[src/rtl/uart_alu_ctrl.sv]
// uart_alu_ctrl
// Packet controller sitting between the UART receive stream and the UART
// transmit stream of the UART ALU.  It parses command packets, echoes
// payloads, sums add operands internally, hands multiply/divide to an
// external arithmetic unit and returns 32-bit results little-endian.
//
// Packet: opcode, reserved, LEN low, LEN high, then LEN-4 payload bytes.
//   0xEC echo, 0xA1 add, 0xB1 multiply, 0xC1 divide.
//
// Ports:
//   clk_i, reset_ni         clock, asynchronous active-low reset
//   s_axis_*                RX byte stream from uart_rx (tdata/tvalid/tready)
//   m_axis_*                TX byte stream to uart_tx (tdata/tvalid/tready)
//   alu_req_valid_o/ready_i request handshake to the arithmetic unit
//   alu_op_o                0 = multiply (low word), 1 = unsigned divide
//   alu_a_o, alu_b_o        operands
//   alu_rsp_valid_i/data_i  one-cycle result strobe and result
//   busy_o                  high whenever a packet is in progress
//   err_o                   one-cycle pulse on a malformed packet
module uart_alu_ctrl #(
    parameter int DATA_WIDTH = 8,
    parameter int WORD_WIDTH = 32
) (
    input  logic                  clk_i,
    input  logic                  reset_ni,
    input  logic [DATA_WIDTH-1:0] s_axis_tdata,
    input  logic                  s_axis_tvalid,
    output logic                  s_axis_tready,
    output logic [DATA_WIDTH-1:0] m_axis_tdata,
    output logic                  m_axis_tvalid,
    input  logic                  m_axis_tready,
    output logic                  alu_req_valid_o,
    input  logic                  alu_req_ready_i,
    output logic                  alu_op_o,
    output logic [WORD_WIDTH-1:0] alu_a_o,
    output logic [WORD_WIDTH-1:0] alu_b_o,
    input  logic                  alu_rsp_valid_i,
    input  logic [WORD_WIDTH-1:0] alu_rsp_data_i,
    output logic                  busy_o,
    output logic                  err_o
);

    localparam int LEN_WIDTH = 2 * DATA_WIDTH;

    localparam logic [DATA_WIDTH-1:0] OP_ECHO = 8'hEC;
    localparam logic [DATA_WIDTH-1:0] OP_ADD  = 8'hA1;
    localparam logic [DATA_WIDTH-1:0] OP_MUL  = 8'hB1;
    localparam logic [DATA_WIDTH-1:0] OP_DIV  = 8'hC1;

    typedef enum logic [3:0] {
        ST_OPC,
        ST_RSV,
        ST_LENL,
        ST_LENH,
        ST_ECHO_RX,
        ST_ECHO_TX,
        ST_OPND,
        ST_REQ,
        ST_WAIT,
        ST_SEND,
        ST_DROP
    } state_t;

    state_t state;
    state_t state_next;

    logic [DATA_WIDTH-1:0] opcode;
    logic [DATA_WIDTH-1:0] len_lo;
    logic [DATA_WIDTH-1:0] echo_byte;
    logic [LEN_WIDTH-1:0]  len;
    logic [LEN_WIDTH-1:0]  full_len;
    logic [LEN_WIDTH-1:0]  payload_len;
    logic [LEN_WIDTH-1:0]  cnt;
    logic [LEN_WIDTH-1:0]  cnt_inc;
    logic [WORD_WIDTH-1:0] word_sr;
    logic [WORD_WIDTH-1:0] word_new;
    logic [WORD_WIDTH-1:0] acc;
    logic [WORD_WIDTH-1:0] a_reg;
    logic [WORD_WIDTH-1:0] b_reg;
    logic [WORD_WIDTH-1:0] result;
    logic [1:0]            send_idx;
    logic                  started;
    logic                  err_q;
    logic                  len_ok;
    logic                  len_err;
    logic                  rx_fire;
    logic                  tx_fire;

    // LEN as it completes on the LENH byte, before it is registered.
    assign full_len    = {s_axis_tdata, len_lo};
    assign payload_len = len - LEN_WIDTH'(4);
    assign cnt_inc     = cnt + LEN_WIDTH'(1);
    // Little-endian: each new byte enters at the top, so after four bytes
    // the first one has reached the least significant position.
    assign word_new    = {s_axis_tdata, word_sr[WORD_WIDTH-1:DATA_WIDTH]};

    assign rx_fire = s_axis_tvalid & s_axis_tready;
    assign tx_fire = m_axis_tvalid & m_axis_tready;

    assign busy_o   = (state != ST_OPC);
    assign err_o    = err_q;
    assign alu_op_o = (opcode == OP_DIV);
    assign alu_a_o  = a_reg;
    assign alu_b_o  = b_reg;

    // Length validation per opcode; (LEN-4)%4==0 is the same as LEN%4==0.
    always_comb begin
        len_ok = 1'b0;
        case (opcode)
            OP_ECHO:        len_ok = (full_len >= LEN_WIDTH'(4));
            OP_ADD:         len_ok = (full_len >= LEN_WIDTH'(8)) && (full_len[1:0] == 2'b00);
            OP_MUL, OP_DIV: len_ok = (full_len == LEN_WIDTH'(12));
            default:        len_ok = 1'b0;
        endcase
    end

    // State register.
    always_ff @(posedge clk_i or negedge reset_ni) begin
        if (!reset_ni) begin
            state <= ST_OPC;
        end else begin
            state <= state_next;
        end
    end

    // Next-state and handshake outputs.  Branches test the partner's
    // valid/ready directly because our own side is known from the state.
    // OPC waits for 'started' so tready stays low through the first cycle
    // after reset release.
    always_comb begin
        state_next      = state;
        s_axis_tready   = 1'b0;
        m_axis_tvalid   = 1'b0;
        m_axis_tdata    = '0;
        alu_req_valid_o = 1'b0;
        len_err         = 1'b0;
        case (state)
            ST_OPC: begin
                s_axis_tready = started;
                if (started && s_axis_tvalid) state_next = ST_RSV;
            end
            ST_RSV: begin
                s_axis_tready = 1'b1;
                if (s_axis_tvalid) state_next = ST_LENL;
            end
            ST_LENL: begin
                s_axis_tready = 1'b1;
                if (s_axis_tvalid) state_next = ST_LENH;
            end
            ST_LENH: begin
                s_axis_tready = 1'b1;
                if (s_axis_tvalid) begin
                    if (!len_ok) begin
                        len_err    = 1'b1;
                        state_next = (full_len > LEN_WIDTH'(4)) ? ST_DROP : ST_OPC;
                    end else if (opcode == OP_ECHO) begin
                        state_next = (full_len == LEN_WIDTH'(4)) ? ST_OPC : ST_ECHO_RX;
                    end else begin
                        state_next = ST_OPND;
                    end
                end
            end
            ST_ECHO_RX: begin
                s_axis_tready = 1'b1;
                if (s_axis_tvalid) state_next = ST_ECHO_TX;
            end
            ST_ECHO_TX: begin
                m_axis_tvalid = 1'b1;
                m_axis_tdata  = echo_byte;
                // cnt already counts the byte being sent.
                if (m_axis_tready) begin
                    state_next = (cnt == payload_len) ? ST_OPC : ST_ECHO_RX;
                end
            end
            ST_OPND: begin
                s_axis_tready = 1'b1;
                if (s_axis_tvalid && (cnt_inc == payload_len)) begin
                    state_next = (opcode == OP_ADD) ? ST_SEND : ST_REQ;
                end
            end
            ST_REQ: begin
                alu_req_valid_o = 1'b1;
                if (alu_req_ready_i) state_next = ST_WAIT;
            end
            ST_WAIT: begin
                if (alu_rsp_valid_i) state_next = ST_SEND;
            end
            ST_SEND: begin
                m_axis_tvalid = 1'b1;
                case (send_idx)
                    2'd0:    m_axis_tdata = result[DATA_WIDTH-1:0];
                    2'd1:    m_axis_tdata = result[2*DATA_WIDTH-1:DATA_WIDTH];
                    2'd2:    m_axis_tdata = result[3*DATA_WIDTH-1:2*DATA_WIDTH];
                    default: m_axis_tdata = result[4*DATA_WIDTH-1:3*DATA_WIDTH];
                endcase
                if (m_axis_tready && (send_idx == 2'd3)) state_next = ST_OPC;
            end
            ST_DROP: begin
                s_axis_tready = 1'b1;
                if (s_axis_tvalid && (cnt_inc == payload_len)) state_next = ST_OPC;
            end
            default: state_next = ST_OPC;
        endcase
    end

    // Datapath: header capture, payload counting, operand assembly and
    // result bookkeeping.  send_idx wraps to 0 after the fourth TX byte,
    // so it is always 0 when SEND is entered.
    always_ff @(posedge clk_i or negedge reset_ni) begin
        if (!reset_ni) begin
            started   <= 1'b0;
            err_q     <= 1'b0;
            opcode    <= '0;
            len_lo    <= '0;
            len       <= '0;
            cnt       <= '0;
            echo_byte <= '0;
            word_sr   <= '0;
            acc       <= '0;
            a_reg     <= '0;
            b_reg     <= '0;
            result    <= '0;
            send_idx  <= '0;
        end else begin
            started <= 1'b1;
            err_q   <= len_err;
            case (state)
                ST_OPC: begin
                    if (rx_fire) opcode <= s_axis_tdata;
                end
                ST_LENL: begin
                    if (rx_fire) len_lo <= s_axis_tdata;
                end
                ST_LENH: begin
                    if (rx_fire) begin
                        len     <= full_len;
                        cnt     <= '0;
                        acc     <= '0;
                        word_sr <= '0;
                    end
                end
                ST_ECHO_RX: begin
                    if (rx_fire) begin
                        echo_byte <= s_axis_tdata;
                        cnt       <= cnt_inc;
                    end
                end
                ST_OPND: begin
                    if (rx_fire) begin
                        word_sr <= word_new;
                        cnt     <= cnt_inc;
                        if (cnt[1:0] == 2'b11) begin
                            if (opcode == OP_ADD) begin
                                acc    <= acc + word_new;
                                result <= acc + word_new;
                            end else if (!cnt[2]) begin
                                a_reg <= word_new;
                            end else begin
                                b_reg <= word_new;
                            end
                        end
                    end
                end
                ST_WAIT: begin
                    if (alu_rsp_valid_i) result <= alu_rsp_data_i;
                end
                ST_SEND: begin
                    if (tx_fire) send_idx <= send_idx + 2'd1;
                end
                ST_DROP: begin
                    if (rx_fire) cnt <= cnt_inc;
                end
                default: ;
            endcase
        end
    end

endmodule

[config.mk]
export PLATFORM = sky130hd
export DESIGN_NAME = uart_alu_ctrl
export DESIGN_NICKNAME = d
export VERILOG_FILES = /design/src/rtl/uart_alu_ctrl.sv
export SDC_FILE = /design/constraint.sdc
export NUM_CORES = 1
export LEC_CHECK = 0
export BUFFER_PORTS_ARGS = -buffer_cell sky130_fd_sc_hd__buf_2
export CAP_MARGIN = 5
export CELL_PAD_IN_SITES_DETAIL_PLACEMENT = 0
export CELL_PAD_IN_SITES_GLOBAL_PLACEMENT = 2
export CORE_ASPECT_RATIO = 0.8
export CORE_MARGIN = 5
export CORE_UTILIZATION = 40
export CTS_BUF_LIST = sky130_fd_sc_hd__clkbuf_8
export CTS_CLUSTER_SIZE = 40
export DETAILED_ROUTE_END_ITERATION = 16
export PLACE_DENSITY_LB_ADDON = 0.1
export SYNTH_ARGS = -nofsm -noshare
export SYNTH_HDL_FRONTEND = slang
export SYNTH_SLANG_ARGS = --single-unit
[constraint.sdc]
create_clock -name clk_i -period 3.85 [get_ports clk_i]
set_input_delay 0.5775 -clock clk_i [delete_from_list [all_inputs] [get_ports clk_i]]
set_output_delay 0.5775 -clock clk_i [all_outputs]
set_load 0.03 [all_outputs]
==> results of run 1 <==
==> power breakdown <==
part	internal [mW]	leakage [nW]	switching (mW)
clock	1.34	0.473	1.00
combinational	0.858	3.08	1.15
sequential	2.66	2.90	0.405
total	4.87	6.45	2.56
==> synthesized netlist by cell type, types with 7 or more instances <==
| cell type | count | area, um^2 |
|---|---|---|
| xnor2_1 | 48 | 420 |
| and3_1 | 15 | 93.8 |
| o21a_1 | 7 | 52.6 |
| clkbuf_1 | 55 | 206 |
| a22o_1 | 47 | 412 |
| nand2_1 | 120 | 450 |
| ha_1 | 38 | 475 |
| a222oi_1 | 8 | 80.1 |
| a21o_1 | 13 | 97.6 |
| nand3_1 | 29 | 145 |
| nor2_1 | 72 | 270 |
| nand4_1 | 12 | 75.1 |
| inv_1 | 15 | 56.3 |
| xor2_1 | 18 | 158 |
| o211ai_1 | 7 | 52.6 |
| nor2b_1 | 8 | 50.1 |
| o21ai_0 | 82 | 410 |
| nand2b_1 | 11 | 68.8 |
| nor4_1 | 9 | 56.3 |
| a211oi_1 | 7 | 52.6 |
| dfrtp_1 | 216 | 5410 |
| o31ai_1 | 11 | 82.6 |
| a21oi_1 | 67 | 335 |
| a31oi_1 | 16 | 100 |
| nor3_1 | 16 | 80.1 |
| mux2_2 | 109 | 1230 |
==> sequential cells by signal (all words and copies together), names as in the netlist <==
name	flops
state	4
alu_a_o	32
acc	32
cnt	16
len	16
len_lo	8
send_idx	2
alu_b_o	32
err_o	1
echo_byte	8
started	1
opcode	8
word_sr	24
result	32
==> how the worst max path moves through the flow <==
stage	end	depth (start not counted)
after global placement	result[27]	11
after CTS	acc[27]	11
final	acc[27]	11
after floorplan	acc[24]	11
after global routing	acc[27]	11
after detailed placement	result[27]	11
==> final cells by class <==
type,instances,area (um^2),area share
clock buffers,48,661,0.0489
inverters,15,56.3,0.00417
repair buffers,147,818,0.0606
well taps,370,463,0.0343
multi-input cells,841,5900,0.437
clock inverters,22,196,0.0146
flip-flops and latches,216,5410,0.400
==> routing by layer <==
| layer | track usage | vias up | wire (um) | share of wire |
|---|---|---|---|---|
| li1 | - | 4390 | - | - |
| met2 | 0.264 | 274 | 12900 | 0.36 |
| met4 | 0.0426 | 0 | 555 | 0.015 |
| met3 | 0.0579 | 45 | 2940 | 0.081 |
| met1 | 0.388 | 4548 | 19700 | 0.55 |
| met5 | 0 | - | 0 | 0 |
==> cells by family (layout without fill, tap and decap cells) <==
kind of cell | count (synthesis) | after routing
AO/OA/AOI/OAI | 294 | 294
XOR/XNOR | 67 | 67
buffers and inverters | 74 | 232
multiplexers | 113 | 113
flip-flops | 216 | 216
adder cells (fa/ha/maj) | 39 | 39
AND/OR/NAND/NOR | 327 | 327
other | 1 | 1
==> stage by stage <==
stage | instance area (um^2) | cells | power, mW | setup slack [ns] | util
after floorplan | 11600 | 1131 | 4.45 | 0.938 | -
after global placement | 12600 | 1589 | 5.11 | 0.660 | 0.445
after detailed placement | 12600 | 1589 | 5.12 | 0.687 | 0.445
after CTS | 13500 | 1659 | 7.50 | 0.627 | 0.475
after global routing | 13500 | 1659 | 7.89 | 0.410 | 0.475
final | 13500 | 1659 | 7.43 | 0.603 | 0.475
==> results.sh, run 1 <==
export IMPL_status="completed"
export IMPL_core_area_um2=28400
export IMPL_synth_flop_cell="dfrtp_1"
export IMPL_fin_crit_sh=0.843
export IMPL_grt_pass1_vias=8953
export IMPL_cts_hold_buf=0
export IMPL_wirelength_um=36100
export IMPL_ant_nets=0
export IMPL_layout_common_cells="216 x dfrtp_1, 122 x buf_2, 120 x nand2_1"
export IMPL_avgViaCountPerCell=5.58
export IMPL_first_iter_violations=530
export IMPL_async_flop_share=1.00
export IMPL_syn_nets=1216
export IMPL_synth_distinct_cells=65
export IMPL_timing_rr_end="acc[27]"
export IMPL_io_pins=124
export IMPL_syn_area_um2=11600
export IMPL_crit_required_ns=4.24
export IMPL_drv_slew=0
export IMPL_period_minus_slack_ns=3.25
export IMPL_drive_gt1_frac=0.259
export IMPL_place_congestion=0.852
export IMPL_grt_first_pass_wirelength_um=56000
export IMPL_cpMostUsedCell="o21ai_0"
export IMPL_clock_path_buffers=3
export IMPL_fillers=2779
export IMPL_holdWs_ns=0.0929
export IMPL_post_cts_setup_buffers=0
export IMPL_numCtsBuffers=39
export IMPL_synth_seq_cells=216
export IMPL_reg2reg_slack_ns=0.60
export IMPL_r2r_cells=11
export IMPL_startpoint="word_sr[16]"
export IMPL_dr_pass1_iters=5
export IMPL_cp_end_kind="flip-flop"
export IMPL_layout_commonest_cell="dfrtp_1"
export IMPL_start_util=0.407
export IMPL_synth_xor_area_frac=0.0514
export IMPL_cts_clk_slew_worst_paths_ns=0.06
export IMPL_crit_type="flip-flop to flip-flop"
export IMPL_syn_avg_cell_area_um2=10.2
export IMPL_dpl_hpwl_um=25700
export IMPL_clock_sinks=216
export IMPL_vias=9257
export IMPL_yosysWarnings=0
export IMPL_synthesis_instances=1131
export IMPL_synth_compound_area_frac=0.167
export IMPL_synth_top_family_by_area="compound AO/OA/AOI/OAI gates"
export IMPL_cts_resized=0
export IMPL_cts_tree="built"
export IMPL_wl_per_cell_um=21.8
export IMPL_grt_overflow_total=0
export IMPL_cp_slowest_cell="dfrtp_1"
export IMPL_synth_simple_area_share=0.137
export IMPL_cts_root_buffer="clkbuf_8"
export IMPL_path_cells="ha_1 -> nand2_1 -> o21ai_0 -> buf_4 -> o21bai_1 -> a21oi_1 -> o211ai_1 -> a41oi_1 -> o21ai_0 -> xnor2_1 -> o21ai_0"
export IMPL_worst_pin_slew_ns=1.14
export IMPL_dieWidth_um=200
export IMPL_row_count=55
export IMPL_cp_max_fo=6
export IMPL_antenna_found_initial=0
export IMPL_yosysSeqAreaShare=0.467
export IMPL_n_antenna_cell=0
export IMPL_rsz0062_at_grt="no"
export IMPL_crit_buf_inv=1
export IMPL_finalSetupViolations=0
export IMPL_synth_fa_ha_area_frac=0.0429
export IMPL_maxCapViolations=0
export IMPL_start_kind="flip-flop"
export IMPL_fin_nets=1345
export IMPL_insertion_delay_ns=0.55
export IMPL_syn2layout_area_growth_pct=16.8
export IMPL_cellLeakagePower_nw=6.45
export IMPL_synthMuxAreaShare=0.110
export IMPL_power_density_nw_per_um2=550
export IMPL_cpLargestDelayFamily="compound AO/OA/AOI/OAI gates"
export IMPL_finalSetupTns_ns=0
export IMPL_min_delay_path_class="input pin to async pin"
export IMPL_fin_skew_ns=0.0261
export IMPL_timing_rr_start="word_sr[16]"
export IMPL_grt_use_total=0.223
export IMPL_critPathMaxStageDelay_ns=0.49
export IMPL_relSlewSlack=0.241
export IMPL_drc=0
export IMPL_port_buffers=123
export IMPL_cts_max_level=2
export IMPL_hold_violations=0
export IMPL_timing_fmax_mhz=308
export IMPL_dieArea_um2=32400
export IMPL_ir_drop_mv=0.235
export IMPL_grt_max_degree=108
export IMPL_synth_edf_count=0
export IMPL_arrival_ns=3.64
export IMPL_dieHeight_um=162
Power figures use the tool's default switching activity.
==> run 2, diff against run 1 <==
Settings changed: ABC_AREA set to 1, CORE_UTILIZATION 40 to 32.
Clock period 3.85 ns to 2.9 ns, I/O delays scaled along.
==> results.sh, run 2 <==
export IMPL_layout_commonest_cell="nand2_1"
export IMPL_start_util=0.325
export IMPL_top_usage_layer="met1"
export IMPL_antenna_found_initial=0
export IMPL_yosysWarnings=0
export IMPL_arrival_ns=2.44
export IMPL_fin_nets=1832
export IMPL_grt_use_total=0.216
export IMPL_wirelength_um=46000
export IMPL_clock_sinks=216
export IMPL_row_count=63
export IMPL_drc=0
export IMPL_synth_most_common_cell="nand2_1"
export IMPL_synth_flop_cell="dfrtp_1"
export IMPL_fin_crit_sh=0.991
export IMPL_maxCapViolations=0
export IMPL_status="completed"
export IMPL_drive_gt1_frac=0.142
export IMPL_yosys_top_cells_area="dfrtp_1 45%, nand2_1 15%, o21ai_0 7.0%"
export IMPL_drv_slew=0
export IMPL_crit_required_ns=2.47
export IMPL_syn_area_um2=12100
export IMPL_finalSetupViolations=0
export IMPL_yosysTopAreaCellShare=0.448
export IMPL_cellLeakagePower_nw=7.28
export IMPL_synth_edf_count=0
export IMPL_ir_drop_mv=0.346
export IMPL_hold_violations=0
export IMPL_cts_root_buffer="clkbuf_8"
export IMPL_gr_usage_met3=0.0353
export IMPL_p_total_mw=12.7
export IMPL_fin_skew_ns=0.0159
export IMPL_start_kind="flip-flop"
export IMPL_vias=11400
export IMPL_synthesis_instances=1598
export IMPL_crit_type="flip-flop to output port"
export IMPL_core_area_um2=37200
export IMPL_cts_clk_slew_worst_paths_ns=0.06
export IMPL_avgViaCountPerCell=5.04
export IMPL_syn2layout_area_growth_pct=18.5
export IMPL_insertion_delay_ns=0.58
export IMPL_dieHeight_um=184
export IMPL_yosysSeqAreaShare=0.448
export IMPL_layout_common_cells="468 x nand2_1, 215 x dfrtp_1, 170 x inv_1"
export IMPL_syn_nets=1683
export IMPL_port_buffers=123
export IMPL_fillers=3962
export IMPL_timing_fmax_mhz=348
export IMPL_place_congestion=0.895
export IMPL_dr_pass1_iters=5
export IMPL_clock_path_buffers=3
export IMPL_dieArea_um2=41700
export IMPL_dpl_cell_area_um2=13400
export IMPL_min_delay_path_class="input pin to flip-flop"
export IMPL_first_iter_violations=901
export IMPL_synth_distinct_cells=45
export IMPL_cp_end_kind="output port"
export IMPL_grt_first_pass_wirelength_um=68700
export IMPL_numCtsBuffers=41
export IMPL_power_density_nw_per_um2=886
export IMPL_wl_per_cell_um=20.3
export IMPL_grt_max_degree=66
export IMPL_worst_pin_slew_ns=0.674
export IMPL_grt_pass1_vias=11000
export IMPL_period_minus_slack_ns=2.87
export IMPL_ant_nets=0
export IMPL_syn_avg_cell_area_um2=7.56
export IMPL_synthTopCellsByCount="468 x nand2_1, 216 x dfrtp_1, 169 x o21ai_0"
export IMPL_cp_max_fo=5
export IMPL_use_met2=0.319
export IMPL_fin_area_um2=14300
export IMPL_cts_tree="built"
export IMPL_io_pins=124
export IMPL_synth_seq_cells=216
export IMPL_holdWs_ns=0.131
export IMPL_grt_overflow_total=0
export IMPL_cts_max_level=2
export IMPL_relSlewSlack=0.546
export IMPL_grt_use_met1=0.331
export IMPL_dpl_hpwl_um=35400
export IMPL_dieWidth_um=227
export IMPL_async_flop_share=1.00
export IMPL_synth_area_leader_cell="dfrtp_1"
export IMPL_post_cts_setup_buffers=0
run 2: cell count changes after synthesis, sizes merged, moves of 37 or more:
| cell | before | now |
|---|---|---|
| inv | 15 | 167 |
| nand2 | 120 | 475 |
| o21ai | 83 | 193 |
| mux2 | 109 | 0 |
| xnor2 | 49 | 11 |
| nand3 | 29 | 86 |
| nor2 | 72 | 147 |
| o22ai | 1 | 38 |
run 2: final timing paths:
| check | startpoint | endpoint | slack, ns | depth (start not counted) |
|---|---|---|---|---|
| max | send_idx[1] | m_axis_tdata[7] | 0.03 | 7 |
| min | alu_rsp_data_i[12] | result[12] | 0.13 | 3 |
| max reg2reg | word_sr[8] | result[18] | 0.15 | 12 |
| min reg2reg | alu_b_o[30] | alu_b_o[30] | 0.47 | 2 |
| max in group asynchronous | reset_ni | len[6] | 1.77 | 3 |
| min in group asynchronous | reset_ni | cnt[1] | 0.37 | 2 |
run 2: area by class of cell:
| type | instances | area (um^2) | area share |
|---|---|---|---|
| Clock buffer | 55 | 757 | 0.0529 |
| Sequential cell | 216 | 5410 | 0.378 |
| Clock inverter | 19 | 128 | 0.00892 |
| Tap cell | 487 | 609 | 0.0426 |
| Antenna cell | 1 | 2.50 | 0.000175 |
| Inverter | 167 | 627 | 0.0438 |
| Multi-Input combinational cell | 1167 | 5850 | 0.409 |
| Timing Repair Buffer | 154 | 926 | 0.0647 |
run 2: per-layer routing:
metal	vias up	routed length, um
li1	5588	-
met1	5507	23000
met2	287	19800
met3	47	2430
met4	0	789
met5	-	0
run 2: logic make-up (layout without fill, tap and decap cells):
| logic type | after synthesis | count (layout) | share of synthesized area |
|---|---|---|---|
| other | 1 | 2 | 0.000311 |
| xor gates and xnor gates | 29 | 29 | 0.0210 |
| DFF | 216 | 216 | 0.448 |
| adders and majority gates | 39 | 39 | 0.0410 |
| buffers and inverters | 215 | 395 | 0.0712 |
| AOI/OAI and AO/OA | 343 | 343 | 0.160 |
| and+or+nand+nor | 755 | 755 | 0.259 |
run 2: power by group:
part	switching (mW)	total (mW)	internal, mW
sequential	0.734	4.52	3.79
clock	1.42	3.22	1.80
combinational	3.37	4.93	1.56
run 2: metrics by stage:
stage               setup WS, ns  setup TNS, ns  instances  utilization
floorplan                  0.677              0       1598            -
global placement           0.172              0       2190        0.359
detailed placement         0.151              0       2190        0.359
CTS                      0.00335              0       2265        0.384
global route             -0.0161        -0.0161       2265        0.384
finish                    0.0256              0       2266        0.385
run 2: what timing repair did:
| action | CTS | global route |
|---|---|---|
| setup endpoints to repair | 6 | 7 |
| resized for setup | 5 | 9 |
| hold buffers | 1 | 0 |
| hold endpoints to repair | 50 | 0 |
run 2: critical path, cell delays in order (launching register included):
cell,delay [ns]
dfrtp_1,0.40
inv_1,0.10
ha_2,0.24
inv_1,0.14
o21ai_1,0.13
a221oi_1,0.46
o21ai_0,0.18
buf_2,0.21
==> run 3, diff against run 2 <==
Settings changed: CORE_UTILIZATION 32 to 31, CTS_BUF_LIST sky130_fd_sc_hd__clkbuf_8 to unset.
==> results.sh, run 3 (same netlist as run 2, synthesis figures left out) <==
export IMPL_status="completed"
export IMPL_cellLeakagePower_nw=7.17
export IMPL_post_cts_setup_buffers=0
export IMPL_vias=11100
export IMPL_clock_sinks=216
export IMPL_dpl_cell_count=2196
export IMPL_crit_required_ns=2.47
export IMPL_dieArea_um2=43000
export IMPL_arrival_ns=2.35
export IMPL_r2r_cells=10
export IMPL_first_iter_violations=885
export IMPL_cp_max_fo=13
export IMPL_cpLargestDelayFamily="compound AO/OA/AOI/OAI gates"
export IMPL_drive_gt1_frac=0.128
export IMPL_cts_tree="built"
export IMPL_p_comb_frac=0.377
export IMPL_p_sw_mw=5.30
export IMPL_dieWidth_um=231
export IMPL_port_buffers=123
export IMPL_period_minus_slack_ns=2.78
export IMPL_cts_max_level=1
export IMPL_layout_setup_ws_ns=0.116
export IMPL_clock_path_buffers=3
export IMPL_syn2layout_area_growth_pct=17.6
export IMPL_timing_fmax_mhz=359
export IMPL_grt_use_total=0.202
export IMPL_grt_first_pass_wirelength_um=68100
export IMPL_dpl_hpwl_um=34300
export IMPL_cts_root_buffer="clkbuf_16"
export IMPL_fin_cells=2244
export IMPL_drv_slew=0
export IMPL_place_congestion=0.931
export IMPL_cpMostUsedCell="o21ai_0"
export IMPL_power_density_nw_per_um2=880
export IMPL_clockPowerShare=0.262
export IMPL_reg2reg_slack_ns=0.14
export IMPL_holdCritStartpoint="alu_rsp_data_i[1]"
export IMPL_finalSetupViolations=0
export IMPL_grt_overflow_total=0
export IMPL_start_kind="flip-flop"
export IMPL_worst_pin_slew_ns=0.608
export IMPL_crit_type="flip-flop to output port"
export IMPL_rsz0062_at_grt="no"
export IMPL_crit_buf_inv=2
export IMPL_ir_drop_mv=0.451
export IMPL_hold_violations=0
export IMPL_cts_clk_slew_worst_paths_ns=0.06
export IMPL_start_util=0.315
export IMPL_cp_end_kind="output port"
export IMPL_min_delay_path_class="input pin to flip-flop"
export IMPL_n_antenna_cell=0
export IMPL_fin_skew_ns=0.0210
export IMPL_p_int_mw=7.20
export IMPL_core_area_um2=38400
export IMPL_fin_nets=1815
export IMPL_numCtsBuffers=26
export IMPL_grt_max_degree=74
export IMPL_p_total_mw=12.5
export IMPL_antenna_found_initial=1
export IMPL_path_cells="ha_1 -> inv_1 -> o21ai_0 -> a221oi_1 -> o21ai_0 -> buf_2"
export IMPL_fin_crit_sh=0.960
export IMPL_avgViaCountPerCell=4.96
export IMPL_wirelength_um=44100
export IMPL_layout_commonest_cell="nand2_1"
export IMPL_cp_slowest_cell="dfrtp_1"
export IMPL_maxCapViolations=0
export IMPL_dpl_worst_slack_ns=0.0729
export IMPL_p_seq_frac=0.361
export IMPL_wl_per_cell_um=19.7
export IMPL_timing_rr_start="word_sr[21]"
export IMPL_insertion_delay_ns=0.55
export IMPL_grt_pass1_vias=11100
export IMPL_dieHeight_um=187
export IMPL_relSlewSlack=0.592
export IMPL_hold_path_depth=3
export IMPL_critPathMaxStageDelay_ns=0.42
export IMPL_drc=0
export IMPL_layout_common_cells="468 x nand2_1, 215 x dfrtp_1, 166 x o21ai_0"
export IMPL_fillers=4157
export IMPL_io_pins=124
export IMPL_row_count=64
export IMPL_ant_nets=0
export IMPL_dr_pass1_iters=5
export IMPL_timing_rr_end="result[18]"
export IMPL_switching_share=0.424
export IMPL_hold_end="result[1]"
[run 3: changes by cell type in the layout (fill, tap and decap cells not counted), moves of 4 or more]
cell / delta
a221oi_1: +4
a221oi_2: -4
clkbuf_1: +5
clkbuf_16: +27
clkbuf_8: -47
inv_1: -11
[run 3: power by group through the flow]
stage | clock, mW | sequential (mW) | combinational (mW)
3_5_place_dp | 0 | 4.56 | 4.74
2_1_floorplan | 0 | 4.34 | 3.26
3_3_place_gp | 0 | 4.55 | 4.74
4_1_cts | 3.36 | 4.52 | 4.77
5_1_grt | 3.48 | 4.63 | 5.37
6_report | 3.27 | 4.52 | 4.71
[run 3: through the flow]
step | TNS, ns | hold slack, ns | utilization | area [um^2]
2_1_floorplan | 0 | 0.139 | - | 12100
3_3_place_gp | -0.0308 | 0.418 | 0.348 | 13300
3_5_place_dp | 0 | 0.410 | 0.348 | 13300
4_1_cts | 0 | 0.141 | 0.370 | 14200
5_1_grt | 0 | 0.159 | 0.370 | 14200
6_report | 0 | 0.161 | 0.370 | 14200
[run 3: worst max path at each step]
stage                           start         endpoint  cells after the start
final                     send_idx[0]  m_axis_tdata[1]                      6
after CTS                 send_idx[1]  m_axis_tdata[0]                      7
after floorplan            word_sr[8]       result[12]                     12
after global placement    word_sr[20]          acc[30]                      9
after global routing      send_idx[0]  m_axis_tdata[7]                      7
after detailed placement  word_sr[10]       result[17]                     10
[run 3: layout make-up]
class	instances	area [um^2]	share of cell area
flip-flops and latches	216	5410	0.381
clock inverters	7	42.5	0.00300
clock buffers	40	805	0.0566
multi-input cells	1167	5820	0.410
repair buffers	152	883	0.0622
well taps	495	619	0.0436
inverters	167	627	0.0441
[run 3: layer usage]
metal | track usage | part of all wire | vias to the layer above
li1 | - | - | 5535
met1 | 0.290 | 0.48 | 5322
met2 | 0.322 | 0.45 | 224
met3 | 0.0298 | 0.041 | 54
met4 | 0.0523 | 0.029 | 0
met5 | 0 | 0 | -
[run 3: tightest hold or removal path: cells and delay by family]
| kind | cells | cell delay [ns] |
|---|---|---|
| buf+inv | 1 | 0.10 |
| compound gates | 1 | 0.07 |
| simple gates | 1 | 0.05 |
[run 3: timing repair]
item	CTS	global route
hold buffers	1	0
gates cloned	0	0
setup endpoints to repair	4	15
resized for setup	1	6
endpoints found under the hold margin	62	0
